==> src/rtl/rr4_switch_sched_if.sv <==
// Scheduler <-> FIFO bank signal bundle for rr4_switch_sched.
// master: the scheduler (drives pop/push strobes); slave: the FIFO bank side.
interface rr4_switch_sched_if #(
    parameter int unsigned DW = 10
);
    logic [3:0]    in_empty;
    logic [DW-1:0] in_data0;
    logic [DW-1:0] in_data1;
    logic [DW-1:0] in_data2;
    logic [DW-1:0] in_data3;
    logic [3:0]    out_full;
    logic [3:0]    pop;
    logic [3:0]    push;
    logic [DW-1:0] data_out;
    logic [1:0]    grant_id;
    logic          busy;
    logic          drop;

    modport master (
        input  in_empty, in_data0, in_data1, in_data2, in_data3, out_full,
        output pop, push, data_out, grant_id, busy, drop
    );

    modport slave (
        output in_empty, in_data0, in_data1, in_data2, in_data3, out_full,
        input  pop, push, data_out, grant_id, busy, drop
    );
endinterface

==> src/rtl/rr4_switch_sched.sv <==
// Round-robin scheduler for a 4-in / 4-out word switch. Pops one word from a
// non-empty input FIFO, captures it, and pushes it to the output FIFO named by
// its destination field, holding it until that output has room.
// Optional macro SCHED_DROP_EN: discard a word after TIMEOUT stalled SEND cycles.
module rr4_switch_sched #(
    parameter int unsigned DW       = 10,
    parameter int unsigned DEST_MSB = 9,
    parameter int unsigned DEST_LSB = 8
`ifdef SCHED_DROP_EN
    ,
    parameter int unsigned TIMEOUT  = 15
`endif
) (
    input logic                 clk,
    input logic                 reset,
    rr4_switch_sched_if.master  io_sched
);

    typedef enum logic [1:0] {StIdle, StPop, StCapt, StSend} state_e;

    state_e        r_state;
    state_e        w_state_next;
    logic [1:0]    r_ptr;
    logic [1:0]    r_grant;
    logic [DW-1:0] r_data;
    logic [DW-1:0] w_in_data;
    logic [1:0]    w_sel;
    logic [1:0]    w_dest;
    logic          w_found;
    logic          w_push_ok;
    logic          w_drop;

    // First non-empty input at or after the pointer; descending scan so the
    // smallest offset from the pointer wins.
    always_comb begin
        w_found = 1'b0;
        w_sel   = r_ptr;
        for (int k = 3; k >= 0; k--) begin
            if (!io_sched.in_empty[r_ptr + 2'(k)]) begin
                w_found = 1'b1;
                w_sel   = r_ptr + 2'(k);
            end
        end
    end

    // Read data of the granted input FIFO
    always_comb begin
        case (r_grant)
            2'd0:    w_in_data = io_sched.in_data0;
            2'd1:    w_in_data = io_sched.in_data1;
            2'd2:    w_in_data = io_sched.in_data2;
            default: w_in_data = io_sched.in_data3;
        endcase
    end

    assign w_dest    = r_data[DEST_MSB:DEST_LSB];
    assign w_push_ok = (r_state == StSend) && !io_sched.out_full[w_dest];

`ifdef SCHED_DROP_EN
    localparam int unsigned CW = $clog2(TIMEOUT + 1);
    logic [CW-1:0] r_cnt;

    // Stall counter: cleared during CAPT so it reads zero on SEND entry
    always_ff @(posedge clk or negedge reset) begin
        if (!reset) begin
            r_cnt <= '0;
        end else if (r_state == StCapt) begin
            r_cnt <= '0;
        end else if ((r_state == StSend) && !w_push_ok && !w_drop) begin
            r_cnt <= r_cnt + 1'b1;
        end
    end

    assign w_drop = (r_state == StSend) && !w_push_ok && (r_cnt == CW'(TIMEOUT));
`else
    assign w_drop = 1'b0;
`endif

    // State register
    always_ff @(posedge clk or negedge reset) begin
        if (!reset) begin
            r_state <= StIdle;
        end else begin
            r_state <= w_state_next;
        end
    end

    // Next-state logic
    always_comb begin
        w_state_next = r_state;
        case (r_state)
            StIdle:  if (w_found) w_state_next = StPop;
            StPop:   w_state_next = StCapt;
            StCapt:  w_state_next = StSend;
            StSend:  if (w_push_ok || w_drop) w_state_next = StIdle;
            default: w_state_next = StIdle;
        endcase
    end

    // Grant, captured word and round-robin pointer
    always_ff @(posedge clk or negedge reset) begin
        if (!reset) begin
            r_ptr   <= 2'd0;
            r_grant <= 2'd0;
            r_data  <= '0;
        end else begin
            if ((r_state == StIdle) && w_found) r_grant <= w_sel;
            if (r_state == StCapt) r_data <= w_in_data;
            // Pointer only moves once the word has left, pushed or dropped
            if (w_push_ok || w_drop) r_ptr <= r_grant + 2'd1;
        end
    end

    // Output strobes and status
    always_comb begin
        io_sched.pop      = 4'b0000;
        io_sched.push     = 4'b0000;
        if (r_state == StPop) io_sched.pop[r_grant] = 1'b1;
        if (w_push_ok) io_sched.push[w_dest] = 1'b1;
        io_sched.busy     = (r_state != StIdle);
        io_sched.drop     = w_drop;
        io_sched.data_out = r_data;
        io_sched.grant_id = r_grant;
    end

endmodule
==> src/flat_wrapper.sv <==
// flat-port wrapper written by rule: the top's interface ports become plain ports
module rr4_switch_sched_flat 
#(
    parameter int unsigned DW       = 10,
    parameter int unsigned DEST_MSB = 9,
    parameter int unsigned DEST_LSB = 8

)
  (clk, reset, io_sched_in_empty, io_sched_in_data0, io_sched_in_data1, io_sched_in_data2, io_sched_in_data3, io_sched_out_full, io_sched_pop, io_sched_push, io_sched_data_out, io_sched_grant_id, io_sched_busy, io_sched_drop);
  rr4_switch_sched_if #(.DW(DW)) io_sched_i ();
  input logic clk;
  input logic reset;
  input wire logic [$bits(io_sched_i.in_empty)-1:0] io_sched_in_empty;
  input wire logic [$bits(io_sched_i.in_data0)-1:0] io_sched_in_data0;
  input wire logic [$bits(io_sched_i.in_data1)-1:0] io_sched_in_data1;
  input wire logic [$bits(io_sched_i.in_data2)-1:0] io_sched_in_data2;
  input wire logic [$bits(io_sched_i.in_data3)-1:0] io_sched_in_data3;
  input wire logic [$bits(io_sched_i.out_full)-1:0] io_sched_out_full;
  output wire logic [$bits(io_sched_i.pop)-1:0] io_sched_pop;
  output wire logic [$bits(io_sched_i.push)-1:0] io_sched_push;
  output wire logic [$bits(io_sched_i.data_out)-1:0] io_sched_data_out;
  output wire logic [$bits(io_sched_i.grant_id)-1:0] io_sched_grant_id;
  output wire logic [$bits(io_sched_i.busy)-1:0] io_sched_busy;
  output wire logic [$bits(io_sched_i.drop)-1:0] io_sched_drop;
  assign io_sched_i.in_empty = io_sched_in_empty;
  assign io_sched_i.in_data0 = io_sched_in_data0;
  assign io_sched_i.in_data1 = io_sched_in_data1;
  assign io_sched_i.in_data2 = io_sched_in_data2;
  assign io_sched_i.in_data3 = io_sched_in_data3;
  assign io_sched_i.out_full = io_sched_out_full;
  assign io_sched_pop = io_sched_i.pop;
  assign io_sched_push = io_sched_i.push;
  assign io_sched_data_out = io_sched_i.data_out;
  assign io_sched_grant_id = io_sched_i.grant_id;
  assign io_sched_busy = io_sched_i.busy;
  assign io_sched_drop = io_sched_i.drop;
  rr4_switch_sched #(.DW(DW), .DEST_MSB(DEST_MSB), .DEST_LSB(DEST_LSB)) u_core (.clk(clk), .reset(reset), .io_sched(io_sched_i));
endmodule
==> config.mk <==
export PLATFORM = sky130hd
export DESIGN_NAME = rr4_switch_sched_flat
export DESIGN_NICKNAME = d
export VERILOG_FILES = /design/src/rtl/rr4_switch_sched_if.sv /design/src/rtl/rr4_switch_sched.sv /design/src/flat_wrapper.sv
export SDC_FILE = /design/constraint.sdc
export NUM_CORES = 1
export LEC_CHECK = 0
export BUFFER_PORTS_ARGS = -buffer_cell sky130_fd_sc_hd__buf_2
export CAP_MARGIN = 15
export CORE_ASPECT_RATIO = 0.9
export CORE_MARGIN = 10
export CORE_UTILIZATION = 45
export DETAILED_ROUTE_END_ITERATION = 10
export HOLD_SLACK_MARGIN = 0.03
export PLACE_DENSITY = 0.84
export REMOVE_ABC_BUFFERS = 1
export SLEW_MARGIN = 5
export SYNTH_ARGS = -nofsm -noshare
export SYNTH_HDL_FRONTEND = slang
export SYNTH_SLANG_ARGS = --single-unit
==> constraint.sdc <==
create_clock -name clk -period 3.4 [get_ports clk]
set_input_delay 0.51 -clock clk [delete_from_list [all_inputs] [get_ports clk]]
set_output_delay 0.51 -clock clk [all_outputs]
set_load 0.03 [all_outputs]
# Word level (Yosys, flattened, before mapping)
# Cells that the tools add are included.
# word_totals
regBits	16
output_inout_bits	22
word_cells	60
# op_classes
add_sub_neg	4
n_lt_le_gt_ge	8
n_eq_ne	7
n_mux	28
reduce_logical	9
# ops
op	n
$pmux W10 S3	1
$lt A2 B3 Y1 const B	6
$mux W2	6
$mux W1	11
$bmux W1 S2	5
$mux W4	2
$pmux W2 S4	1
$eq A2 B2 Y1 const B	3
$add A2 B1 Y2 const B	2
$add A2 B2 Y2 const B	2
$demux W1 S2	2
$eq A2 B1 Y1 const B	2
$ge A2 B1 Y1 const B	2
$logic_and A1 B1 Y1	4
$logic_not A2 Y1	2
$ne A2 B1 Y1 const B	2
$reduce_and A2 Y1	1
$reduce_bool A2 Y1	1
$logic_not A1 Y1	1

# Depth between registers and ports, before layout
# logic_depth
word_depth	9
mapped_depth	6
mapped_depth_nobuf	6

# Least setup slack after synthesis
# Ideal clock, no wire load.
# synth_timing
path_kind	register to output
from	register u_core.r_data[8] (netlist: u_core.io_sched.data_out[8])
to	output port io_sched_push[2]
arrival_ps	1493
required_ps	2890
setup_slack_ps	1397
path_stages_with_launch	3
n_path_buf	0
cell_sequence	dfrtp_1 nand2b_1 nor3b_1
# synth_between
elab_chain_len	5
elab_cells_between_ends	10
cone_classes	order compare (2); mux (5); reduce/logical (3)
# synth_rtl
item	line	text
start: declaration	rr4_switch_sched.sv:25	logic [DW-1:0] r_data;
start signal: assignment	rr4_switch_sched.sv:108	if (r_state == StCapt) r_data <= w_in_data;
$lt A2 B3 Y1 (implied by the code) (tied with other cells)	rr4_switch_sched.sv:119	if (w_push_ok) io_sched.push[w_dest] = 1'b1;
$logic_and A1 B1 Y1 (implied by the code) or $mux W1 (tied branches)	rr4_switch_sched.sv:119, rr4_switch_sched.sv:57	
$mux W1 (implied by the code) or $logic_not A1 Y1 (tied branches)	rr4_switch_sched.sv:119, rr4_switch_sched.sv:57	
$demux W1 S2 or $logic_and A1 B1 Y1 (tied branches)	n/a	
$mux W4 (*)	rr4_switch_sched.sv:119	
end: declaration	flat_wrapper.sv:20	output wire logic [$bits(io_sched_i.push)-1:0] io_sched_push;
# Every way passes the cells marked *; elsewhere a longest branch is shown, timed or not. The select of a mux whose other input is x is not followed.

# Final worst setup path
# layout_timing
from	register u_core.r_grant[0] (netlist: u_core.io_sched.grant_id[0])
to	output port io_sched_pop[2]
# layout_between
elab_chain_len	5
elab_cells_between_ends	6
cone_classes	order compare (2); mux (3); reduce/logical (1)
# layout_rtl
item	line	text
start: declaration	rr4_switch_sched.sv:24	logic [1:0] r_grant;
start signal: assignment	rr4_switch_sched.sv:107	if ((r_state == StIdle) && w_found) r_grant <= w_sel;
$lt A2 B3 Y1 (implied by the code) or $ge A2 B1 Y1 (tied branches)	rr4_switch_sched.sv:118	if (r_state == StPop) io_sched.pop[r_grant] = 1'b1;
$logic_and A1 B1 Y1 (implied by the code)	rr4_switch_sched.sv:118	
$mux W1 (implied by the code)	rr4_switch_sched.sv:118	
$demux W1 S2 (*)	n/a	
$mux W4 (*)	rr4_switch_sched.sv:118	
end: declaration	flat_wrapper.sv:19	output wire logic [$bits(io_sched_i.pop)-1:0] io_sched_pop;
# Every way passes the cells marked *; elsewhere a longest branch is shown, timed or not.

==> impl_metrics.py <==
metrics = {
    "detailed_routing": {
        "totalWireLength_um": 3888,
        "viasPerCell": 5.729,
        "antenna_left": 0,
        "first_pass_iters": 5,
        "vias": 1203,
        "drc": 0,
        "post_drt_wl_per_cell_um": 18.51,
        "dr.first_iter.drc_count": 112,
    },
    "status": {
        "run_status": "complete, no violations",
    },
    "setup_path": {
        "crit_end": "io_sched_pop[2]",
        "reg2reg_depth": 5,
        "start_kind": "flop",
        "r2r_slack_ps": 1560,
        "reg2reg_to": "u_core.io_sched.data_out[6]",
        "crit_buf_inv": 2,
        "crit_type": "flop to primary output",
        "crit_slowest_cell": "dfrtp_1",
        "path_max_fanout": 11,
        "worstPathRequired_ps": 2890,
        "reg2reg_from": "u_core.io_sched.grant_id[0]",
        "crit_family": "flip-flops",
        "end_kind": "primary output",
        "path_depth": 4,
        "path_cells": "inv_1 > ha_1 > and2_1 > buf_2",
        "crit_start": "u_core.io_sched.grant_id[0]",
        "max_stage_delay_ps": 460,
        "cp.arrival_ps": 1680,
    },
    "synth": {
        "synth_cells": 117,
        "seq_area_frac_synth": 0.3567,
        "syn_area_per_cell_um2": 9.593,
        "ys_warn_count": 0,
        "synth_ff_type": "dfrtp_1",
        "synth_edf_count": 0,
        "ys_async_sr_fraction": 1.000,
        "netlist_area_um2": 1122,
        "synth-seq-cells": 16,
        "yosysUniqueCellTypes": 27,
    },
    "clock_tree": {
        "cts_buffers": 3,
        "insertion_delay_ps": 280,
        "root_buffer": "clkbuf_4",
        "numClockSinks": 16,
        "cts_tree": "done",
        "postCtsSetupBuffers": 0,
        "clkTransAtPathRegs_ps": 90,
        "cts_hold_buf": 0,
        "clk_path_buf_depth": 2,
        "ctsResizeCount": 0,
        "h-tree-depth": 1,
    },
    "sta": {
        "drv_slew": 0,
        "whs_ps": 125.6,
        "setup_tns_ps": 0,
        "rsz0062_at_grt": "false",
        "fin_worst_skew_ps": 3.429,
        "worst_slew_pin_slew_ps": 596.9,
        "fin_crit_sh": 0.6441,
        "setup_viol": 0,
        "period_needed_ps": 2190,
        "hold_viol": 0,
        "relSlewSlack": 0.6020,
        "max_freq_mhz": 456.6,
        "setup_slack_ps": 1210,
    },
    "die": {
        "fp-row-count": 17,
        "start_util": 0.4628,
        "core_um2": 2425,
        "design.die.area_um2": 4894,
        "boundaryPins": 72,
        "die_w_um": 72.64,
        "die_y_um": 67.38,
    },
    "global_routing": {
        "overflow": 0,
        "antenna_found_initial": 0,
        "grt_pass1_wl_um": 6189,
        "grtUsageTotal": 0.1561,
        "grt_max_degree": 21,
        "grt_pass1_vias": 1305,
    },
    "pwr": {
        "p_per_area_nw_per_um2": 909.5,
        "power.leakage_nw": 0.7630,
        "total_power_mw": 1.351,
        "ir_worst_vdd_mv": 0.6122,
    },
    "place": {
        "placed_area_um2": 1463,
        "place_congestion": 0.8791,
        "dp_worst_setup_slack_ps": 1520,
        "dp_hpwl_um": 3238,
        "port_buffers": 70,
    },
    "run": {
        "cap_violations": 0,
    },
    "cells_and_area": {
        "drive_above_1_share": 0.4725,
        "final_nets": 243,
        "antenna_cells": 0,
        "nFillCells": 217,
        "final_area_um2": 1485,
        "synthToLayoutAreaGrowth_pct": 32.33,
    },
    "min_path": {
        "hp-class": "primary input to asynchronous set/reset pin",
    },
}
[state kept, by name, indices dropped and copies added (netlist names)]
register / cells
u_core.io_sched.grant_id: 2
u_core.r_state: 2
u_core.r_ptr: 2
u_core.io_sched.data_out: 10
[final cells by class]
class / count / area [µm²] / share of cell area
Clock buffer: 3 / 22.52 / 0.01516
Inverter: 7 / 26.28 / 0.01769
Multi-Input combinational cell: 86 / 650.6 / 0.4381
Sequential cell: 16 / 400.4 / 0.2696
Tap cell: 28 / 35.03 / 0.02359
Timing Repair Buffer: 70 / 350.3 / 0.2359
[placed cells by master (no fill, tap or decap)]
cell	instances
a21oi_1	1
a222oi_1	10
a2bb2oi_1	1
a31oi_1	1
a32o_1	1
and2_1	4
buf_2	70
clkbuf_4	3
conb_1	1
dfrtp_1	16
ha_1	9
inv_1	7
mux2_2	13
mux2i_1	2
nand2_1	16
nand2b_1	1
nand4_1	1
nor2_1	2
nor2b_1	1
nor3_1	2
nor3b_1	2
o21ai_0	14
o221ai_1	1
o22ai_1	2
o32a_1	1
[kinds of logic after synthesis]
group	Yosys count	synth area share
adders and majority gates	9	0.1003
buffers and inverters	15	0.06355
other	1	0.003341
muxes	15	0.1483
DFF	16	0.3567
AOI/OAI and AO/OA	32	0.2063
and+or+nand+nor	29	0.1215
[routing by layer]
layer	up-vias	global-route usage	routed length, µm	part of all wire
met4	0	0.04265	51	0.013
met3	6	0.07467	605	0.16
met1	558	0.1623	1408	0.36
met2	74	0.2771	1823	0.47
met5	-	0	0	0
li1	565	-	-	-
[where the power goes]
group / total (mW) / internal, mW / switching [mW]
sequential: 0.382 / 0.288 / 0.0942
combinational: 0.871 / 0.355 / 0.515
clock: 0.0981 / 0.0411 / 0.0570
[Yosys cell counts, types with 2 or more instances]
master | instances | share of area
clkbuf_1 | 3 | 0.010
inv_1 | 7 | 0.023
nor3_1 | 2 | 0.0089
nor3b_1 | 2 | 0.013
mux2i_1 | 2 | 0.018
o22ai_1 | 2 | 0.011
buf_2 | 3 | 0.013
mux2_2 | 13 | 0.13
dfrtp_1 | 16 | 0.36
and2_1 | 4 | 0.022
a222oi_1 | 10 | 0.089
nand2_1 | 16 | 0.054
o21ai_0 | 14 | 0.062
nor2_1 | 2 | 0.0067
ha_1 | 9 | 0.10
[through the flow]
stage | instances | util
floorplan | 109 | -
global placement | 207 | 0.6032
detailed placement | 207 | 0.6032
CTS | 210 | 0.6125
global route | 210 | 0.6125
finish | 210 | 0.6125
[worst min-delay path by stage]
stage | from | end
global route | reset | u_core.r_ptr[0]
floorplan | reset | u_core.io_sched.data_out[0]
CTS | reset | u_core.io_sched.grant_id[1]
detailed placement | reset | u_core.io_sched.data_out[7]
finish | reset | u_core.io_sched.grant_id[1]
global placement | reset | u_core.io_sched.data_out[1]
Power figures use the tool's default switching activity.
